===== config.mk =====
export PLATFORM = sky130hd
export DESIGN_NAME = pipeline_control
export DESIGN_NICKNAME = d
export VERILOG_FILES = /design/src/rtl/pipeline_control.sv
export SDC_FILE = /design/constraint.sdc
export NUM_CORES = 1
export LEC_CHECK = 0
export ABC_AREA = 1
export CAP_MARGIN = 15
export CORE_AREA = 2 2 78 80
export CTS_CLUSTER_DIAMETER = 30
export DETAILED_ROUTE_END_ITERATION = 16
export DIE_AREA = 0 0 80 82
export GPL_ROUTABILITY_DRIVEN = 0
export PLACE_DENSITY = 0.74
export SETUP_SLACK_MARGIN = 0.3
export SLEW_MARGIN = 10
export SYNTH_ARGS = -nofsm -noshare
export SYNTH_HDL_FRONTEND = slang
export SYNTH_SLANG_ARGS = --single-unit
export TNS_END_PERCENT = 5

===== constraint.sdc =====
create_clock -name clk -period 2.4 [get_ports clk]
set_clock_uncertainty 0.05 [all_clocks]
set_input_delay 0.24 -clock clk [delete_from_list [all_inputs] [get_ports clk]]
set_output_delay 0.24 -clock clk [all_outputs]
set_load 0.05 [all_outputs]

===== src/rtl/pipeline_control.sv =====
// Pipeline sequencer: owns the decode/EX/WB instruction slots, gates the PC, and runs HALTED/RUN/FLUSH/DRAIN.
// Optional feature macro: PIPECTL_PERF_CNT_EN adds stall_count/flush_count performance counters.
module pipeline_control #(
  parameter logic [15:0] NOP_WORD    = 16'hC0E0,
  parameter int          FLUSH_DEPTH = 1
) (
  input  logic        clk,
  input  logic        reset,
  input  logic        start,
  input  logic [15:0] fetch_word,
  input  logic        branch_taken,
  output logic [15:0] COMMAND,
  output logic [15:0] BeforeCOMMAND,
  output logic [15:0] TwoBeforeCOMMAND,
  output logic        pc_en,
  output logic        pc_load_sel,
  output logic        stall,
  output logic        flush,
  output logic        halted
`ifdef PIPECTL_PERF_CNT_EN
  ,
  output logic [15:0] stall_count,
  output logic [15:0] flush_count
`endif
);

  localparam logic [1:0] ST_HALTED = 2'd0;
  localparam logic [1:0] ST_RUN    = 2'd1;
  localparam logic [1:0] ST_FLUSH  = 2'd2;
  localparam logic [1:0] ST_DRAIN  = 2'd3;

  // Terminal counts: FLUSH lasts FLUSH_DEPTH-1 cycles, DRAIN lasts 2 cycles.
  localparam logic [1:0] FLUSH_TERM = 2'(FLUSH_DEPTH - 2);
  localparam logic [1:0] DRAIN_TERM = 2'd1;

  logic [1:0]  state_reg, state_next;
  logic [1:0]  cnt_reg, cnt_next;
  logic [15:0] cmd_reg, cmd_next;
  logic [15:0] before_reg, before_next;
  logic [15:0] two_before_reg, two_before_next;

  logic        shift_en;
  logic [15:0] shift_word;
  logic        load_use;
  logic        branch_op;
  logic        halt_op;

  // Load in EX whose destination is read by the word in decode.
  assign load_use = (before_reg[15:14] == 2'b00) &&
                    ((cmd_reg[15:14] == 2'b11) || (cmd_reg[15:14] == 2'b01)) &&
                    ((cmd_reg[10:8] == before_reg[13:11]) || (cmd_reg[13:11] == before_reg[13:11]));

  assign branch_op = (cmd_reg[15:11] == 5'b10100) || (cmd_reg[15:11] == 5'b10111);
  assign halt_op   = (cmd_reg[15:14] == 2'b11) && (cmd_reg[7:4] == 4'b1111);

  always_comb begin
    state_next      = state_reg;
    cnt_next        = cnt_reg;
    shift_en        = 1'b0;
    shift_word      = NOP_WORD;
    cmd_next        = cmd_reg;
    before_next     = before_reg;
    two_before_next = two_before_reg;
    pc_en           = 1'b0;
    pc_load_sel     = 1'b0;
    stall           = 1'b0;
    flush           = 1'b0;

    case (state_reg)
      ST_HALTED: begin
        if (start) state_next = ST_RUN;
      end
      ST_RUN: begin
        if (load_use) begin
          stall           = 1'b1;
          before_next     = NOP_WORD;
          two_before_next = before_reg;
        end else if (branch_op && branch_taken) begin
          pc_en       = 1'b1;
          pc_load_sel = 1'b1;
          flush       = 1'b1;
          shift_en    = 1'b1;
          if (FLUSH_DEPTH > 1) begin
            state_next = ST_FLUSH;
            cnt_next   = 2'd0;
          end
        end else if (halt_op) begin
          shift_en   = 1'b1;
          state_next = ST_DRAIN;
          cnt_next   = 2'd0;
        end else begin
          pc_en      = 1'b1;
          shift_en   = 1'b1;
          shift_word = fetch_word;
        end
      end
      ST_FLUSH: begin
        pc_en    = 1'b1;
        flush    = 1'b1;
        shift_en = 1'b1;
        if (cnt_reg == FLUSH_TERM) state_next = ST_RUN;
        else                       cnt_next   = cnt_reg + 2'd1;
      end
      ST_DRAIN: begin
        shift_en = 1'b1;
        if (cnt_reg == DRAIN_TERM) state_next = ST_HALTED;
        else                       cnt_next   = cnt_reg + 2'd1;
      end
      default: state_next = ST_HALTED;
    endcase

    if (shift_en) begin
      two_before_next = before_reg;
      before_next     = cmd_reg;
      cmd_next        = shift_word;
    end
  end

  always_ff @(posedge clk) begin
    if (reset) begin
      state_reg      <= ST_HALTED;
      cnt_reg        <= 2'd0;
      cmd_reg        <= NOP_WORD;
      before_reg     <= NOP_WORD;
      two_before_reg <= NOP_WORD;
    end else begin
      state_reg      <= state_next;
      cnt_reg        <= cnt_next;
      cmd_reg        <= cmd_next;
      before_reg     <= before_next;
      two_before_reg <= two_before_next;
    end
  end

  assign COMMAND          = cmd_reg;
  assign BeforeCOMMAND    = before_reg;
  assign TwoBeforeCOMMAND = two_before_reg;
  assign halted           = (state_reg == ST_HALTED);

`ifdef PIPECTL_PERF_CNT_EN
  logic [15:0] stall_count_reg;
  logic [15:0] flush_count_reg;

  // Free-running event counters; only reset clears them.
  always_ff @(posedge clk) begin
    if (reset) begin
      stall_count_reg <= 16'd0;
      flush_count_reg <= 16'd0;
    end else begin
      stall_count_reg <= stall_count_reg + {15'd0, stall};
      flush_count_reg <= flush_count_reg + {15'd0, flush};
    end
  end

  assign stall_count = stall_count_reg;
  assign flush_count = flush_count_reg;
`endif

endmodule


==> flow_summary.toml <==
[run_status]
run_status = "finished, final reports clean"

[setup_path]
critical-path-max-stage-delay_ns = 0.46
worst-endpoint-required_ns = 2.11
timing.critical_path.slowest_stage_cell = "sky130_fd_sc_hd__dfxtp_1"
start_kind = "flip-flop"
launch_point_of_the_worst_path = "COMMAND[11]"
worst_setup_path_end_kind = "output port"
rr_startpoint = "state_reg[0]"
worst_path_most_repeated_cell = "sky130_fd_sc_hd__nand2_1"
critical_path_peak_fanout = 15
critical_path.top_delay_family = "simple AND/OR/NAND/NOR gates"
worst-endpoint-arrival_ns = 1.70
timing.critical_path.cells = "inv_1 -> nand2_1 -> nand2_1 -> nand3_2 -> nand2_2 -> nand2_4 -> nand2_1 -> a21oi_4 -> buf_12"
critical_path_buf_inv_count = 2
timing_worst_setup_path_type = "reg -> out"

[floorplan]
horizontal_die_dimension_um = 80
core-area_um2 = 5750
num_io_pins = 73
vertical_extent_of_the_die_um = 82
design.die.area_um2 = 6560
initial_core_util_pct = 46.4
placement_rows = 28

[placement]
dpl_cell_area_um2 = 3450
detailedPlace.worstSlack_ns = 0.452
port_buffers = 72
dp_hpwl_um = 4810

[yosys]
ys_async_sr_fraction_pct = 0
avgSynthCellArea_um2 = 7.08
post_synth_top_area_cell = "sky130_fd_sc_hd__dfxtp_1"
ys_dominant_reg_cell = "sky130_fd_sc_hd__dfxtp_1"
synth.yosys.seq_area_share_pct = 39.0
yosysTopAreaCellShare_pct = 39.0
yosys.cell_types.count = 29
yosys-top-cells-count = "sky130_fd_sc_hd__nand2_1, sky130_fd_sc_hd__nor2_1, sky130_fd_sc_hd__dfxtp_1, sky130_fd_sc_hd__nand3_1, sky130_fd_sc_hd__inv_1"
synth_most_common_cell = "sky130_fd_sc_hd__nand2_1"
synth_area_um2 = 2670
synth_cells = 377
synthesized_net_count = 405
synth_seq_cells = 52
synthTopCellsByArea = "sky130_fd_sc_hd__dfxtp_1, sky130_fd_sc_hd__nand2_1, sky130_fd_sc_hd__nor2_1"
yosys_warn_count = 0
synth_enable_flop_cells = 0

[routing]
route.antenna.remaining_nets = 0
via_per_inst = 4.99
drtPass1Iterations = 4
via_count = 2580
routed_wire_length_per_instance_um = 12.9
drt_iter0_drc = 156
detail_route.drc_violations = 0
drt-total-wl_um = 6680

[final_layout]
design.final.nets = 469
nFillCells = 537
area.sequential_um2 = 1040
layout-drive-gt1-share_pct = 10.4
area_growth_pct = 33.3
final_area_um2 = 3560
multi_input_comb_area_um2 = 1390
num_antenna_cells = 0

[cts]
clock-sinks = 52
clk_root_buffer_cell = "sky130_fd_sc_hd__clkbuf_8"
clk_pin_slew_worst_paths_ns = 0.09
cts.path.max_buffers = 2
clock_latency_ns = 0.30
cts_buffers = 5
cts_tree = "yes"
clock_tree.htree_level_count = 2
cts_hold_buffers = 0

[power_and_ir_drop]
pwr_density_cell_nw_per_um2 = 1630
total_power_w = 0.00579
ir_worst_vdd_v = 0.00108
leakage_nw = 1.53

[min_path]
hold_path.startpoint = "BeforeCOMMAND[0]"
hp-class = "reg -> reg"

[global_routing]
largest_net_degree_at_the_start_of_global_routing = 37
grt_first_pass_wirelength_um = 10800
track_usage_pct = 21.0
grt_pass1_vias = 2363
gr-total-overflow = 0
antenna_found_initial = 0

[sta]
fin_worst_hold_slack_ns = 0.433
setup_total_negative_slack_ns = 0
worst_slew_margin_rel_pct = 64.8
rsz0062_at_grt = "yes"
final_critical_path_setup_slack_ns = 0.409
timing.final.setup_violations = 0
timing.fmax_ghz = 0.502
hold_violations = 0
timing_worst_slew_pin_value_ns = 0.527
layout_min_cycle_time_ns = 1.99
final-max-slew-violation-count = 0
final_min_period_over_clock_period_pct = 82.9

[run]
drv_cap = 0
[tightest hold or removal path, delay by kind of cell, from the launching register on]
family | cells | cell delay, ns
AND/OR/NAND/NOR | 1 | 0.06
AO/OA/AOI/OAI | 1 | 0.06
flip-flops | 1 | 0.33
[layout make-up]
class	instances	share of cell area, %
clock buffer	7	2.43
tap	75	2.64
clock inverter	1	0.211
timing repair buffer	80	23.0
multi-input combinational	270	39.0
sequential	52	29.3
inverter	32	3.38
[where the power goes]
group	switching [W]	leakage (nW)	total, W	internal [W]
Sequential	0.000279	0.426	0.00148	0.00120
Combinational	0.00260	1.06	0.00380	0.00120
Clock	0.000281	0.0445	0.000515	0.000235
Total	0.00316	1.53	0.00579	0.00263
[cells in the final DEF, fill, tap and decap left out, types with 2 or more instances in the layout]
cell type	Yosys	layout
sky130_fd_sc_hd__buf_12	2	4
sky130_fd_sc_hd__buf_4	0	8
sky130_fd_sc_hd__clkbuf_8	0	6
sky130_fd_sc_hd__nor3_1	5	5
sky130_fd_sc_hd__nand3b_2	2	2
sky130_fd_sc_hd__nand3b_1	2	2
sky130_fd_sc_hd__inv_1	30	30
sky130_fd_sc_hd__a21oi_1	25	23
sky130_fd_sc_hd__nand2_1	89	89
sky130_fd_sc_hd__nand2_4	4	3
sky130_fd_sc_hd__nand4_1	2	2
sky130_fd_sc_hd__nand3_2	8	8
sky130_fd_sc_hd__o21ai_0	17	17
sky130_fd_sc_hd__a21oi_2	7	8
sky130_fd_sc_hd__nor2_1	56	56
sky130_fd_sc_hd__o211ai_1	2	2
sky130_fd_sc_hd__clkdlybuf4s50_1	0	67
sky130_fd_sc_hd__dfxtp_1	52	52
sky130_fd_sc_hd__nand3_1	38	38
sky130_fd_sc_hd__ha_1	8	7
[final timing paths]
| path | cells after the start | slack, ns | to |
|---|---|---|---|
| hold reg to reg | 2 | 0.43 | BeforeCOMMAND[0] |
| hold / removal | 2 | 0.43 | BeforeCOMMAND[0] |
| setup reg to reg | 8 | 0.45 | COMMAND[2] |
| setup / recovery | 9 | 0.41 | pc_en |
[repair_timing]
item / in CTS / in global routing
endpoints found under the hold margin: 0 / 0
resized for setup: 1 / 2
setup endpoints to repair: 2 / 16
buffers inserted: 0 / 0
[layer usage]
layer,up-vias,part of all wire [%],track usage [%]
met1,1166,44,26.5
met5,-,0,0
met3,10,5.6,4.07
li1,1327,-,-
met2,77,49,35.9
met4,0,1.4,6.95
[through the flow]
stage                     instances  util [%]
final                           517      61.9
after global routing            517      61.9
after CTS                       517      61.7
after detailed placement        509      60.1
after global placement          509      60.1
after floorplan                 377         -
[kinds of logic after synthesis]
logic type	synth area share [%]
adders and majority gates	3.75
xor gates and xnor gates	0.657
DFF	39.0
and+or+nand+nor	35.6
AOI/OAI and AO/OA	11.0
buffers and inverters	9.94
No activity file was read; power rests on OpenSTA's default activity.
